--- src/rtl/uart8_transmitter.sv ---
// 8N1 UART transmitter on a 16x-baud tick clock: start bit is on the line 1 cycle after start is sampled, and each frame is 160 ticks long.
// There is no queueing: start is only taken in IDLE or on the last stop-bit tick (back-to-back); done is held for 16 ticks.
module uart8_transmitter (
  input  logic       clk,
  input  logic       en,
  input  logic       start,
  input  logic [7:0] in,
  output logic       out,
  output logic       busy,
  output logic       done
);

  typedef enum logic [2:0] {
    RESET     = 3'd0,
    IDLE      = 3'd1,
    START_BIT = 3'd2,
    DATA_BITS = 3'd3,
    STOP_BIT  = 3'd4
  } state_t;

  state_t      state_q;
  logic [3:0]  tick_count_q;
  logic [2:0]  bit_index_q;
  logic [7:0]  shift_data_q;
  logic [4:0]  done_hold_count_q;
  logic [2:0]  bit_index_d;

  assign bit_index_d = bit_index_q + 3'd1;

  always_ff @(posedge clk) begin
    if (!en) begin
      state_q           <= RESET;
      out               <= 1'b1;
      busy              <= 1'b0;
      done              <= 1'b0;
      tick_count_q      <= 4'd0;
      bit_index_q       <= 3'd0;
      shift_data_q      <= 8'd0;
      done_hold_count_q <= 5'd0;
    end else begin
      // The done stretcher runs on its own, so done overlaps a chained start bit.
      if (done_hold_count_q == 5'd16) begin
        done_hold_count_q <= 5'd0;
        done              <= 1'b0;
      end else if (done_hold_count_q != 5'd0) begin
        done_hold_count_q <= done_hold_count_q + 5'd1;
      end

      case (state_q)
        RESET: begin
          state_q <= IDLE;
        end
        IDLE: begin
          out  <= 1'b1;
          busy <= 1'b0;
          if (start) begin
            shift_data_q <= in;
            out          <= 1'b0;
            busy         <= 1'b1;
            tick_count_q <= 4'd0;
            state_q      <= START_BIT;
          end
        end
        START_BIT: begin
          tick_count_q <= tick_count_q + 4'd1;
          if (tick_count_q == 4'd15) begin
            out         <= shift_data_q[0];
            bit_index_q <= 3'd0;
            state_q     <= DATA_BITS;
          end
        end
        DATA_BITS: begin
          tick_count_q <= tick_count_q + 4'd1;
          if (tick_count_q == 4'd15) begin
            if (bit_index_q == 3'd7) begin
              out     <= 1'b1;
              state_q <= STOP_BIT;
            end else begin
              bit_index_q <= bit_index_d;
              out         <= shift_data_q[bit_index_d];
            end
          end
        end
        STOP_BIT: begin
          tick_count_q <= tick_count_q + 4'd1;
          out          <= 1'b1;
          if (tick_count_q == 4'd15) begin
            done              <= 1'b1;
            done_hold_count_q <= 5'd1;
            if (start) begin
              shift_data_q <= in;
              out          <= 1'b0;
              busy         <= 1'b1;
              state_q      <= START_BIT;
            end else begin
              busy    <= 1'b0;
              state_q <= IDLE;
            end
          end
        end
        default: begin
          state_q <= RESET;
          out     <= 1'b1;
          busy    <= 1'b0;
        end
      endcase
    end
  end

endmodule

--- config.mk ---
export PLATFORM = sky130hd
export DESIGN_NAME = uart8_transmitter
export DESIGN_NICKNAME = d
export VERILOG_FILES = /design/src/rtl/uart8_transmitter.sv
export SDC_FILE = /design/constraint.sdc
export NUM_CORES = 1
export LEC_CHECK = 0
export CORE_ASPECT_RATIO = 0.5
export CORE_UTILIZATION = 35
export CTS_CLUSTER_SIZE = 28
export DETAILED_ROUTE_END_ITERATION = 12
export GPL_TIMING_DRIVEN = 0
export PLACE_DENSITY = 0.56
export SLEW_MARGIN = 10
export SYNTH_ARGS = -nofsm -noshare
export SYNTH_HDL_FRONTEND = slang
export SYNTH_SLANG_ARGS = --single-unit
--- constraint.sdc ---
create_clock -name clk -period 2 [get_ports clk]
set_input_delay 0.4 -clock clk [delete_from_list [all_inputs] [get_ports clk]]
set_output_delay 0.4 -clock clk [all_outputs]
set_load 0.02 [all_outputs]
==> run summary <==
The run finished with clean final reports. The multiplexer area fraction after synthesis is roughly 13%. The cell sitting at the root of the clock tree is a sky130_fd_sc_hd__clkbuf_8. For the worst flop-to-flop path, the logic depth is 6. The highest attainable clock frequency came out at approximately 0.54 GHz. The region available for standard cell placement spans around 0.0036 sq mm.

The multi-input logic area came out at 805.8 sq um. The post-synthesis cell area is 0.001374 sq mm. The total area of sequential cells came out at 521.8 sq um. Summed over all cells, the static leakage comes to 0.6188 nW. The simple logic cell fraction of the synthesized area is 26.68%. The repair_antennas step left the layout with diodes totalling 0. The horizontal die dimension came out at 90.60 microns. The number of fill cells in the layout came out at 344. The count of buffers inserted at the top-level ports is 13. The data required time of the worst path came out at 2.15 ns. The fraction of the mapped netlist area in compound gates is 10.84%. The longest clock path from root to sink contains 2 buffers.

On the final layout, the worst clock skew is a little under 0.005 ns. The predominant post-synthesis flop cell is sky130_fd_sc_hd__dfxtp_1. The maximum level of the CTS H-tree is 1.

The measured slew at the worst slew-check pin came out at 0.5038 ns. The fraction of synthesized cell area in xor and xnor cells is roughly 2.6%. From synthesis to final layout, the design area changed by 20.86%. The number of search-and-repair iterations in the first detailed-routing pass is 4. The slack of the worst reg-to-reg path came out at approximately 0.13 ns. The flip-flop and latch count after synthesis came out at 26. For this design, the CTS-stage hold fixing added 0 buffers. The initial antenna violation count is 0. In this run the critical register-to-register path is launched from bit_index_q[0]. In this run the remaining antenna-violating nets after routing total 0.

The half-perimeter wire length of the detailed placement result is roughly 2.0 mm. The critical path data arrival time is between 2 and 2.5 ns. The instance count of the mapped netlist came out at 144. The worst hold path passes through 2 cells. The via count of the first global-routing pass is a little over 1000. The power density normalized to cell area came out at between 700 and 800 mW/mm^2. The capturing point of the worst reg2reg path is out. The startpoint of the worst hold path is done. The dominant combinational cell family by area after synthesis is simple AND/OR/NAND/NOR gates. The largest net degree at the start of global routing is 16. Summing all non-filler instances in the final layout gives an area of between 0.0015 and 0.002 sq mm. The smallest clock period supported by the final layout is computed as 1.867 ns. The final core utilization came out at roughly 46%. The final layout contains 178 nets. The synthesized netlist devotes 4.554% of its cell area to adder and majority cells.

STA classifies the critical path endpoint as a flop. TritonCTS created 3 clock buffers. The peak ir drop on the vdd network came out at 0.3001 mV.

The proportion of synthesized flip-flops having asynchronous set or reset came out at 0%. The total DRC errors in the routed layout came out at 0. The clock slew seen by the registers of the worst setup and hold paths came out at 0.09 ns. The final layout contains routed wiring with a total length of about 2.7 mm. For this run, the register share of the synthesized area comes to 37.89%. The cell area after placement is 0.001568 sq mm. The via total after detailed routing is 1058.

The number of setup violations in the final report came out at 0. The cell total after placement is 208. The synthesized netlist net count is 160. The first-pass GRT wire length came out at 4.726 mm. The final hold slack is between 0.4 and 0.5 ns.

The die height came out at 46.30 microns. The initial core utilization is 38.32%. The weighted congestion reported at the end of routability-driven placement came out at 0.7422.

After floorplanning, the core was divided into 15 placement rows. The area of the die came out at roughly 0.0042 sq mm. The I/O pin total came out at 14. The number of pins exceeding their max-slew limit in the final report is 0. The clock insertion delay at the later pin of the skew report came out at 0.28 ns. Setup repair after global routing left no endpoint under its margin. The number of clock sinks came out at 26. The proportion of layout cells with a drive suffix above 1 is 10.56%. The critical path in this run is classified as flop to flop.

The total routing usage reported by global routing came out at approximately 15%. The mean area per synthesized cell is 9.540 sq um. The number of failing hold endpoints at the final stage came out at 0. The worst relative slew slack came out at 66.34%.

The number of enable flip-flop cells after synthesis came out at 0. The fraction of the cycle the final worst path needs is 93.36%. For this run, the number of Yosys warnings is 0. Global routing finished with a remaining overflow of 0. The top fanout value on the critical path is 5.

The path with the worst hold slack has its endpoint at done. The number of distinct library cell variants in the gate-level netlist after synthesis is 45. The clock tree from TritonCTS is done.

The max-cap violation count is 0. The average wire per standard cell is 12.95 microns. STA classifies the critical path startpoint as a flop. The non-filler instance count after layout is about 210. Dividing the detail-routed via count by the number of cells gives 4.991.

The DRC marker count from the first detailed-route iteration is 26. The path class of the lowest-slack min-delay path is flop to flop.
stage by stage:
| stage | setup slack (ns) | total power [mW] | TNS, ns |
|---|---|---|---|
| detailed placement | -0.02211 | 0.7336 | -0.02211 |
| finish | 0.1329 | 1.166 | 0 |
| global route | 0.002470 | 1.224 | 0 |
| global placement | -0.03222 | 0.7309 | -0.03222 |
| CTS | 0.02896 | 1.177 | 0 |
| floorplan | 0.1630 | 0.6773 | 0 |
repair_timing:
item,CTS,global route
buffers inserted,0,0
endpoints found under the setup margin,1,1
gates resized for setup,1,5
how the worst max path moves through the flow:
| stage | cells after the start | slack (ns) | endpoint | start |
|---|---|---|---|---|
| CTS | 6 | 0.03 | out | bit_index_q[0] |
| detailed placement | 6 | -0.02 | out | start |
| global placement | 6 | -0.03 | out | start |
| global route | 6 | 0.002 | out | bit_index_q[0] |
| floorplan | 6 | 0.16 | out | bit_index_q[0] |
| finish | 6 | 0.13 | out | bit_index_q[0] |
cell type report:
| type | count | area share, % |
|---|---|---|
| Clock buffer | 3 | 2.487 |
| Clock inverter | 1 | 1.809 |
| Buffer | 7 | 3.165 |
| Timing Repair Buffer | 13 | 7.837 |
| Inverter | 4 | 0.9043 |
| Multi-Input combinational cell | 107 | 48.53 |
| Sequential cell | 26 | 31.42 |
| Tap cell | 51 | 3.843 |
kinds of logic after synthesis:
kind of cell,count (synthesis)
and+or+nand+nor,62
DFF,26
AOI/OAI and AO/OA,22
muxes,14
buffers and inverters,11
adders and majority gates,5
xor gates and xnor gates,4
synthesized netlist by cell type (2+ instances only):
master / count / area share, %
sky130_fd_sc_hd__a21oi_1: 5 / 1.8
sky130_fd_sc_hd__and2_1: 3 / 1.4
sky130_fd_sc_hd__and3_1: 4 / 1.8
sky130_fd_sc_hd__buf_6: 3 / 2.5
sky130_fd_sc_hd__clkbuf_1: 2 / 0.55
sky130_fd_sc_hd__dfxtp_1: 26 / 38
sky130_fd_sc_hd__ha_1: 5 / 4.6
sky130_fd_sc_hd__inv_1: 4 / 1.1
sky130_fd_sc_hd__mux2i_1: 12 / 8.7
sky130_fd_sc_hd__mux4_1: 2 / 3.8
sky130_fd_sc_hd__nand2_1: 12 / 3.3
sky130_fd_sc_hd__nand2b_1: 3 / 1.4
sky130_fd_sc_hd__nand3_1: 5 / 1.8
sky130_fd_sc_hd__nand4_1: 3 / 1.4
sky130_fd_sc_hd__nor2_1: 5 / 1.4
sky130_fd_sc_hd__nor2b_1: 11 / 5.0
sky130_fd_sc_hd__nor3_1: 3 / 1.1
sky130_fd_sc_hd__nor3b_1: 3 / 1.6
sky130_fd_sc_hd__o21ai_0: 3 / 1.1
sky130_fd_sc_hd__o22ai_1: 3 / 1.4
sky130_fd_sc_hd__xnor2_1: 2 / 1.3
sky130_fd_sc_hd__xor2_1: 2 / 1.3
worst max-delay path: stages (launching register included):
cell and delay, ns:
sky130_fd_sc_hd__dfxtp_2 0.35, sky130_fd_sc_hd__ha_1 0.23, sky130_fd_sc_hd__ha_4 0.29, sky130_fd_sc_hd__mux4_1 0.57, sky130_fd_sc_hd__nor3_2 0.11, sky130_fd_sc_hd__or4_1 0.12
sky130_fd_sc_hd__nand3_1 0.06
cells in the final DEF, fill, tap and decap left out, types with 3 or more instances in the layout:
cell                              instances
sky130_fd_sc_hd__ha_1                     4
sky130_fd_sc_hd__nand2b_1                 3
sky130_fd_sc_hd__mux2i_1                 12
sky130_fd_sc_hd__a21oi_1                  5
sky130_fd_sc_hd__o22ai_1                  3
sky130_fd_sc_hd__nand2_1                 12
sky130_fd_sc_hd__and2_1                   3
sky130_fd_sc_hd__clkdlybuf4s50_1         13
sky130_fd_sc_hd__clkbuf_8                 3
sky130_fd_sc_hd__nor2b_1                 11
sky130_fd_sc_hd__inv_1                    4
sky130_fd_sc_hd__buf_6                    3
sky130_fd_sc_hd__nand4_1                  3
sky130_fd_sc_hd__and3_1                   4
sky130_fd_sc_hd__nor2_1                   5
sky130_fd_sc_hd__dfxtp_1                 25
sky130_fd_sc_hd__o21ai_0                  3
sky130_fd_sc_hd__nand3_1                  5
state kept, by name (all words and copies together), names as in the netlist:
signal	flops
bit_index_q	3
busy	1
done	1
done_hold_count_q	5
out	1
shift_data_q	8
state_q	3
tick_count_q	4
power by group:
group / total, mW / switching, mW / leakage [nW] / internal (mW)
clock: 0.443 / 0.175 / 0.0357 / 0.268
sequential: 0.557 / 0.0187 / 0.212 / 0.539
combinational: 0.165 / 0.0780 / 0.371 / 0.0870
routing by layer:
metal  GRT usage (%)  part of all wire (%)  up-vias
met5               0                     0        -
met1           19.37                    53      478
met3           3.465                   4.2        4
li1                -                     -      552
met2           24.55                    42       24
met4           5.806                  0.62        0
Power figures use the tool's default switching activity.
